`config.mk`:
```
export PLATFORM = sky130hd
export DESIGN_NAME = uart_rx_core_flat
export DESIGN_NICKNAME = d
export VERILOG_FILES = /design/src/rtl/uart_rx_if.sv /design/src/rtl/uart_rx_core.sv /design/src/flat_wrapper.sv
export SDC_FILE = /design/constraint.sdc
export NUM_CORES = 1
export LEC_CHECK = 0
export ABC_AREA = 1
export CAP_MARGIN = 20
export CORE_ASPECT_RATIO = 0.8
export CORE_MARGIN = 5
export CORE_UTILIZATION = 45
export DETAILED_ROUTE_END_ITERATION = 8
export PLACE_DENSITY = 0.75
export SYNTH_ARGS = -nofsm -noshare
export SYNTH_HDL_FRONTEND = slang
export SYNTH_SLANG_ARGS = --single-unit
```
`constraint.sdc`:
```
create_clock -name clk_i -period 1.3 [get_ports clk_i]
set_input_delay 0.325 -clock clk_i [delete_from_list [all_inputs] [get_ports clk_i]]
set_output_delay 0.325 -clock clk_i [all_outputs]
set_load 0.01 [all_outputs]
```
`src/rtl/uart_rx_if.sv`:
```
// Receive-side output bundle of uart_rx_core, carried as one interface.
// valid_o and ferr_o are one-cycle strobes with no ready: the consumer must take dout_o on the valid_o cycle.
interface uart_rx_if #(
  parameter int DataBits = 8
);
  logic [DataBits-1:0] dout_o;
  logic                valid_o;
  logic                ferr_o;

  modport master (output dout_o, valid_o, ferr_o);
  modport slave  (input  dout_o, valid_o, ferr_o);
endinterface

```
`src/rtl/uart_rx_core.sv`:
```
// UART receive engine: synchronises rx_i, validates the start bit, samples data at mid-bit
// LSB first, checks the stop bit and emits either a byte strobe or a framing-error strobe.
module uart_rx_core #(
  parameter int BaudDiv  = 434,
  parameter int DataBits = 8
) (
  input  logic             clk_i,
  input  logic             rst_i,
  input  logic             rx_i,
  output logic             busy_o,
  output logic [2:0]       dbg_state_o,
  uart_rx_if.master        rx_if_o
);

  localparam int CntW = $clog2(BaudDiv);
  localparam int BitW = $clog2(DataBits + 1);
  localparam int H    = BaudDiv / 2;

  localparam logic [CntW-1:0] CntHalf = CntW'(H - 1);
  localparam logic [CntW-1:0] CntFull = CntW'(BaudDiv - 1);
  localparam logic [BitW-1:0] BitLast = BitW'(DataBits - 1);

  typedef enum logic [2:0] {
    IDLE  = 3'd0,
    START = 3'd1,
    DATA  = 3'd2,
    STOP  = 3'd3,
    BREAK = 3'd4
  } state_e;

  state_e                state_q, state_d;
  logic                  sync1_q, sync2_q;
  logic [CntW-1:0]       cnt_q, cnt_d;
  logic [BitW-1:0]       bit_q, bit_d;
  logic [DataBits-1:0]   sh_q, sh_d;
  logic [DataBits-1:0]   dout_q, dout_d;
  logic                  valid_q, valid_d;
  logic                  ferr_q, ferr_d;
  logic                  busy_q;
  logic                  sample;
  logic                  rx_s;

  assign rx_s = sync2_q;

  always_ff @(posedge clk_i) begin
    if (rst_i) begin
      sync1_q <= 1'b1;
      sync2_q <= 1'b1;
      state_q <= IDLE;
      cnt_q   <= '0;
      bit_q   <= '0;
      sh_q    <= '0;
      dout_q  <= '0;
      valid_q <= 1'b0;
      ferr_q  <= 1'b0;
      busy_q  <= 1'b0;
    end else begin
      sync1_q <= rx_i;
      sync2_q <= sync1_q;
      state_q <= state_d;
      cnt_q   <= cnt_d;
      bit_q   <= bit_d;
      sh_q    <= sh_d;
      dout_q  <= dout_d;
      valid_q <= valid_d;
      ferr_q  <= ferr_d;
      busy_q  <= (state_q != IDLE);
    end
  end

  always_comb begin
    state_d = state_q;
    cnt_d   = cnt_q + 1'b1;
    bit_d   = bit_q;
    sh_d    = sh_q;
    dout_d  = dout_q;
    valid_d = 1'b0;
    ferr_d  = 1'b0;
    sample  = 1'b0;
    case (state_q)
      IDLE: begin
        if (!rx_s) state_d = START;
      end
      START: begin
        // Mid-start-bit check: a line back high here was only a glitch.
        if (cnt_q == CntHalf) state_d = rx_s ? IDLE : DATA;
      end
      DATA: begin
        if (cnt_q == CntFull) begin
          sample = 1'b1;
          sh_d   = {rx_s, sh_q[DataBits-1:1]};
          bit_d  = bit_q + 1'b1;
          if (bit_q == BitLast) state_d = STOP;
        end
      end
      STOP: begin
        if (cnt_q == CntFull) begin
          sample = 1'b1;
          if (rx_s) begin
            dout_d  = sh_q;
            valid_d = 1'b1;
            state_d = IDLE;
          end else begin
            ferr_d  = 1'b1;
            state_d = BREAK;
          end
        end
      end
      BREAK: begin
        // Wait out a held-low line so it is not mistaken for a new start bit.
        if (rx_s) state_d = IDLE;
      end
      default: state_d = IDLE;
    endcase
    if ((state_d != state_q) || sample) cnt_d = '0;
    if ((state_d == DATA) && (state_q != DATA)) bit_d = '0;
  end

  assign rx_if_o.dout_o  = dout_q;
  assign rx_if_o.valid_o = valid_q;
  assign rx_if_o.ferr_o  = ferr_q;
  assign busy_o          = busy_q;
  assign dbg_state_o     = state_q;

endmodule

```
`src/flat_wrapper.sv`:
```
// flat-port wrapper written by rule: the top's interface ports become plain ports
module uart_rx_core_flat 
#(
  parameter int BaudDiv  = 434,
  parameter int DataBits = 8
)
  (clk_i, rst_i, rx_i, busy_o, dbg_state_o, rx_if_o_dout_o, rx_if_o_valid_o, rx_if_o_ferr_o);
  uart_rx_if #(.DataBits(DataBits)) rx_if_o_i ();
  input  logic clk_i;
  input  logic rst_i;
  input  logic rx_i;
  output logic busy_o;
  output logic [2:0] dbg_state_o;
  output wire logic [$bits(rx_if_o_i.dout_o)-1:0] rx_if_o_dout_o;
  output wire logic [$bits(rx_if_o_i.valid_o)-1:0] rx_if_o_valid_o;
  output wire logic [$bits(rx_if_o_i.ferr_o)-1:0] rx_if_o_ferr_o;
  assign rx_if_o_dout_o = rx_if_o_i.dout_o;
  assign rx_if_o_valid_o = rx_if_o_i.valid_o;
  assign rx_if_o_ferr_o = rx_if_o_i.ferr_o;
  uart_rx_core #(.BaudDiv(BaudDiv), .DataBits(DataBits)) u_core (.clk_i(clk_i), .rst_i(rst_i), .rx_i(rx_i), .busy_o(busy_o), .dbg_state_o(dbg_state_o), .rx_if_o(rx_if_o_i));
endmodule
```
==> impl_metrics.ini, run 1 <==
[sta]
setup_viol = 34
hold_viol_final = 0
timing.fmax_mhz = 596
skew_ns = 0.00757
final_max_slew_viol_count = 0
min_period_ns = 1.68
period_share = 1.29
whs_ns = 0.417
rsz0062_at_grt = true
relSlewSlack = 0.754
tightestPinTransition_ns = 0.369
setup_slack_ns = -0.377

[cts]
cts_buffers = 5
cts-root-buf = clkbuf_8
clock_sinks = 37
clk_pin_slew_worst_paths_ns = 0.07
clock_path_buffers = 2
cts_tree = yes
clkLatencyLatePin_ns = 0.30
cts_max_level = 2

[die]
std_cell_rows = 19
coreArea_um2 = 3470
die_h_um = 64.1
die_w_um = 77.6
dieArea_um2 = 4970
initial_core_util = 0.474
top_level_ports = 17

[pwr]
p_leak_nw = 1.10
power_w = 0.00216
p_per_area_nw_per_um2 = 845
ir_drop_mv = 0.799

[setup_path]
cp_max_fo = 5
required_ns = 1.48
cp-start-kind = flip-flop
rr_worst_depth = 10
worstReg2RegEnd = u_core.cnt_q[1]
cp_common_cell = nand2_1
critPathMaxStageDelay_ns = 0.41
setup.worst_path.end_class = flip-flop
critical_path_class = flip-flop to flip-flop
reg2reg_from = u_core.cnt_q[4]
crit_start = u_core.cnt_q[4]
crit_family = simple AND/OR/NAND/NOR gates
crit_slowest_cell = dfxtp_1
r2r_slack_ns = -0.38
critPathBufInv = 1
cp.arrival_ns = 1.86
worstPathCellList = nand2_1 -> nor2_1 -> nand2_1 -> nand2_1 -> nand2_2 -> nor2_4 -> buf_6 -> nand3_4 -> nand3_4 -> nor2_1

[synth]
syn_nets = 208
synthCells = 201
ys_seq_elements = 37
avgSynthCellArea_um2 = 8.19
ys_seq_area_frac = 0.450
yosys_warnings = 0
syn_area_um2 = 1650
synthDistinctLibCells = 32

[route]
drc_errors = 0
routedWlPerCell_um = 16.7
wl_mm = 5.13
avgViaCountPerCell = 5.37
num_vias = 1648
detail-route-antenna-nets = 0
drtPass1Iterations = 4
drt_iter0_drc = 142

[global_route]
grt_pass1_vias = 1599
grt_max_degree = 19
grtUsageMet2 = 0.296
antenna_found_initial = 0
use_met1 = 0.231
busiest_layer = met2
grtUsageTotal = 0.189
grt_pass1_wl_mm = 7.50
grt_use_met3 = 0.0885
grt.overflow.total = 0

[hold_path]
min_path_type = flip-flop to flip-flop
min_to = u_core.rx_s
holdPathStages = 1
hp-start = u_core.sync1_q

[cells_and_area]
final-seq-area_um2 = 751
fillCellCount = 246
nNetsFinal = 271
area_delta_synth_final_pct = 55.7
multi_input_area_um2 = 1000
antennaDiodeCount = 0
finalInstanceArea_um2 = 2560
drive_gt1_frac = 0.479

[place]
dpl.hpwl_mm = 2.50
portBuffers = 16
dpl_cell_area_um2 = 2080
gp_congestion = 0.800

[outcome]
status = complete, but fails checks
violations = setup timing

[job]
maxCapViolCount = 0
[metrics by stage]
| stage | TNS (ns) | util | std cells | setup slack, ns |
|---|---|---|---|---|
| finish | -9.59 | 0.738 | 307 | -0.377 |
| global route | -11.72 | 0.738 | 307 | -0.446 |
| detailed placement | -4.38 | 0.599 | 285 | -0.235 |
| global placement | -3.16 | 0.599 | 285 | -0.176 |
| floorplan | -0.689 | - | 201 | -0.0523 |
| CTS | -4.19 | 0.696 | 303 | -0.209 |
[repair_timing]
action | in CTS | in global routing
gates resized for setup | 70 | 36
endpoints found under the setup margin | 46 | 38
pin swaps | 19 | 20
buffers inserted | 9 | 5
hold buffers | 0 | 0
cloned | 2 | 0
[cells by family (layout without fill, tap and decap cells)]
kind of cell             after synthesis  in the layout  share of synthesized area
adder cells (fa/ha/maj)                4              4                     0.0304
flip-flops                            37             37                      0.450
XOR/XNOR                               8              8                     0.0426
AO/OA/AOI/OAI                         38             38                      0.128
buffers and inverters                 33             96                     0.0882
AND/OR/NAND/NOR                       81             82                      0.261
[worst reg2reg max path, cell delays in order (launching register included)]
cell and delay, ns:
dfxtp_1 0.41, nand2_1 0.13, nor2_1 0.18, nand2_1 0.14
nand2_1 0.13, nand2_2 0.08, nor2_4 0.12, buf_6 0.12
nand3_4 0.08, nand3_4 0.13, nor2_1 0.06
[cell usage in the layout (no fill, tap or decap), drive strengths merged]
cell / Yosys / routed
a211oi: 1 / 1
a21oi: 19 / 19
buf: 3 / 42
clkbuf: 0 / 7
clkdlybuf4s15: 0 / 1
clkdlybuf4s50: 0 / 2
clkinv: 1 / 2
clkinvlp: 0 / 1
dfxtp: 37 / 37
dlygate4sd2: 0 / 11
ha: 4 / 4
inv: 29 / 30
nand2: 33 / 33
nand3: 9 / 10
nand4: 3 / 3
nor2: 30 / 30
nor3: 3 / 3
o21ai: 17 / 17
o31ai: 1 / 1
or2: 3 / 3
xnor2: 1 / 1
xor2: 7 / 7
[registers in the layout (all words and copies together), names as in the netlist]
register                count
u_core.rx_s                 1
u_core.busy_o               1
u_core.rx_if_o.ferr_o       1
u_core.cnt_q                9
u_core.bit_q                4
u_core.dbg_state_o          3
u_core.rx_if_o.dout_o       8
u_core.rx_if_o.valid_o      1
u_core.sync1_q              1
u_core.sh_q                 8
[area by class of cell]
cell class	instances	share of cell area
Clock buffer	5	0.0269
Tap cell	42	0.0205
Inverter	30	0.0489
Multi-Input combinational cell	132	0.391
Clock inverter	3	0.00684
Sequential cell	37	0.293
Timing Repair Buffer	58	0.213
[power breakdown]
group / internal, W / switching [W]
Combinational: 0.0000907 / 0.000112
Clock: 0.000370 / 0.000423
Sequential: 0.00115 / 0.0000200
[synth_stat cells (all sizes together)]
library cell / n / share of area
ha: 4 / 0.030
nor3: 3 / 0.012
nand3: 9 / 0.038
a211oi: 1 / 0.0046
inv: 29 / 0.066
nor2: 30 / 0.095
o21ai: 17 / 0.056
nand2: 33 / 0.089
or2: 3 / 0.011
nand4: 3 / 0.015
o31ai: 1 / 0.0046
dfxtp: 37 / 0.45
a21oi: 19 / 0.062
buf: 3 / 0.019
xor2: 7 / 0.037
xnor2: 1 / 0.0053
clkinv: 1 / 0.0030
[layer usage]
layer	share of wire	vias to the layer above
met1	0.43	800
met3	0.061	12
met2	0.49	66
met5	0	-
met4	0.020	0
li1	-	770
[how the worst max path moves through the flow]
stage / cells past startpoint / endpoint / slack (ns)
floorplan: 9 / u_core.rx_if_o.dout_o[0] / -0.05
global placement: 12 / u_core.cnt_q[2] / -0.18
detailed placement: 8 / u_core.rx_if_o.dout_o[6] / -0.23
CTS: 12 / u_core.cnt_q[2] / -0.21
global route: 10 / u_core.cnt_q[1] / -0.45
finish: 10 / u_core.cnt_q[1] / -0.38
(Power assumes the default switching activity.)
==> run 2: changes to the inputs <==
--- a/config.mk
+++ b/config.mk
@@ -11,7 +11,7 @@
 export CORE_MARGIN = 5
 export CORE_UTILIZATION = 45
 export DETAILED_ROUTE_END_ITERATION = 8
-export PLACE_DENSITY = 0.75
+export PLACE_DENSITY = 0.73
 export SYNTH_ARGS = -nofsm -noshare
 export SYNTH_HDL_FRONTEND = slang
 export SYNTH_SLANG_ARGS = --single-unit
==> constraint.sdc (replaced) <==
create_clock -name clk_i -period 1.7 [get_ports clk_i]
set_input_delay 0.425 -clock clk_i [delete_from_list [all_inputs] [get_ports clk_i]]
set_output_delay 0.425 -clock clk_i [all_outputs]
set_load 0.01 [all_outputs]
==> impl_metrics.ini, run 2 (same netlist as run 1, synthesis figures left out) <==
[outcome]
status = finished clean

[cells_and_area]
largest_reg_flops = 9
final_common_cell = dfxtp_1
area_delta_synth_final_pct = 21.3
drive_gt1_frac = 0.205
antennaDiodeCount = 0
layout_common_cells = dfxtp_1, inv_1, nand2_1, nor2_1, a21oi_1
nNetsFinal = 235
largest-register = u_core.cnt_q
finalInstanceArea_um2 = 2000
fin_cells = 271

[route]
drc_errors = 0
drt_iter0_drc = 28
avgViaCountPerCell = 4.63
drtPass1Iterations = 4
wl_met1_mm = 1.54
num_vias = 1255
wl_met2_mm = 1.21
dr_wl_met3_um = 152
wl_mm = 2.95
routedWlPerCell_um = 10.9
top_layer_used = met4
detail-route-antenna-nets = 0

[cts]
cts_buffers = 5
clock_sinks = 37
cts_tree = yes
clock_path_buffers = 2
clkLatencyLatePin_ns = 0.29
cts-root-buf = clkbuf_8
clk_pin_slew_worst_paths_ns = 0.07
cts_max_level = 2

[place]
dpl.hpwl_mm = 2.07
gp_congestion = 0.863
portBuffers = 16
dp_cells = 259
dpl_cell_area_um2 = 1860

[die]
die_h_um = 64.1
die_w_um = 77.6
dieArea_um2 = 4970
coreArea_um2 = 3470
initial_core_util = 0.474
std_cell_rows = 19
top_level_ports = 17

[pwr]
ir_drop_mv = 0.476
p_leak_nw = 0.790
power_w = 0.00156
p_per_area_nw_per_um2 = 780

[global_route]
antenna_found_initial = 0
grt_pass1_wl_mm = 5.24
grtUsageTotal = 0.130
grt_pass1_vias = 1172
grt_max_degree = 19
grt.overflow.total = 0

[setup_path]
crit_family = buffers and inverters
critPathBufInv = 1
worstPathCellList = clkdlybuf4s50_1
cp-start-kind = flip-flop
cp.arrival_ns = 1.22
required_ns = 1.27
setup.worst_path.end_class = primary output
crit_slowest_cell = clkdlybuf4s50_1
cp_max_fo = 5
critPathMaxStageDelay_ns = 0.55
critical_path_class = flip-flop to primary output

[hold_path]
min_path_type = flip-flop to flip-flop

[sta]
period_share = 0.966
hold_viol_final = 0
final_max_slew_viol_count = 0
setup_viol = 0
timing.fmax_mhz = 609
relSlewSlack = 0.802
whs_ns = 0.418
skew_ns = 0.00378
tightestPinTransition_ns = 0.297
min_period_ns = 1.64

[job]
maxCapViolCount = 0
-- run 2: per-layer routing --
metal | vias to the layer above | global-route usage
li1 | 689 | -
met1 | 541 | 0.171
met2 | 21 | 0.188
met3 | 4 | 0.0604
met4 | 0 | 0.0451
met5 | - | 0
-- run 2: final cells by class --
cell class                 instances  area (um2)
inverter                          30         114
timing repair buffer              23         225
clock buffer                       5        68.8
clock inverter                     3        17.5
multi-input combinational        131         769
sequential                        37         748
fill                             319        1480
tap                               42        52.6
-- run 2: power breakdown --
part	leakage (nW)	switching [W]	internal (W)
registers	0.301	0.0000103	0.000876
clock network	0.0439	0.000308	0.000282
logic	0.445	0.0000460	0.0000325
-- run 2: what timing repair did --
| action | CTS | global route |
|---|---|---|
| buffers inserted | 0 | 4 |
| endpoints found under the setup margin | 3 | 16 |
| resized for setup | 3 | 5 |
| gates cloned | 0 | 0 |
| pin swaps | 0 | 1 |
| hold buffers | 0 | 0 |
-- run 2: worst paths after layout --
check	start	end	slack (ns)	cells past startpoint
worst max-delay path	u_core.dbg_state_o[1]	dbg_state_o[1]	0.06	1
worst min-delay path	u_core.sync1_q	u_core.rx_s	0.42	1
worst max register to register	u_core.cnt_q[1]	u_core.rx_if_o.dout_o[1]	0.10	9
worst min register to register	u_core.sync1_q	u_core.rx_s	0.42	1
-- run 2: stage by stage --
stage / util / TNS, ns / setup slack [ns]
floorplan: - / 0 / 0.264
global placement: 0.536 / 0 / 0.138
detailed placement: 0.536 / 0 / 0.106
CTS: 0.562 / 0 / 0.0367
global route: 0.575 / -0.0632 / -0.0190
finish: 0.575 / 0 / 0.0580
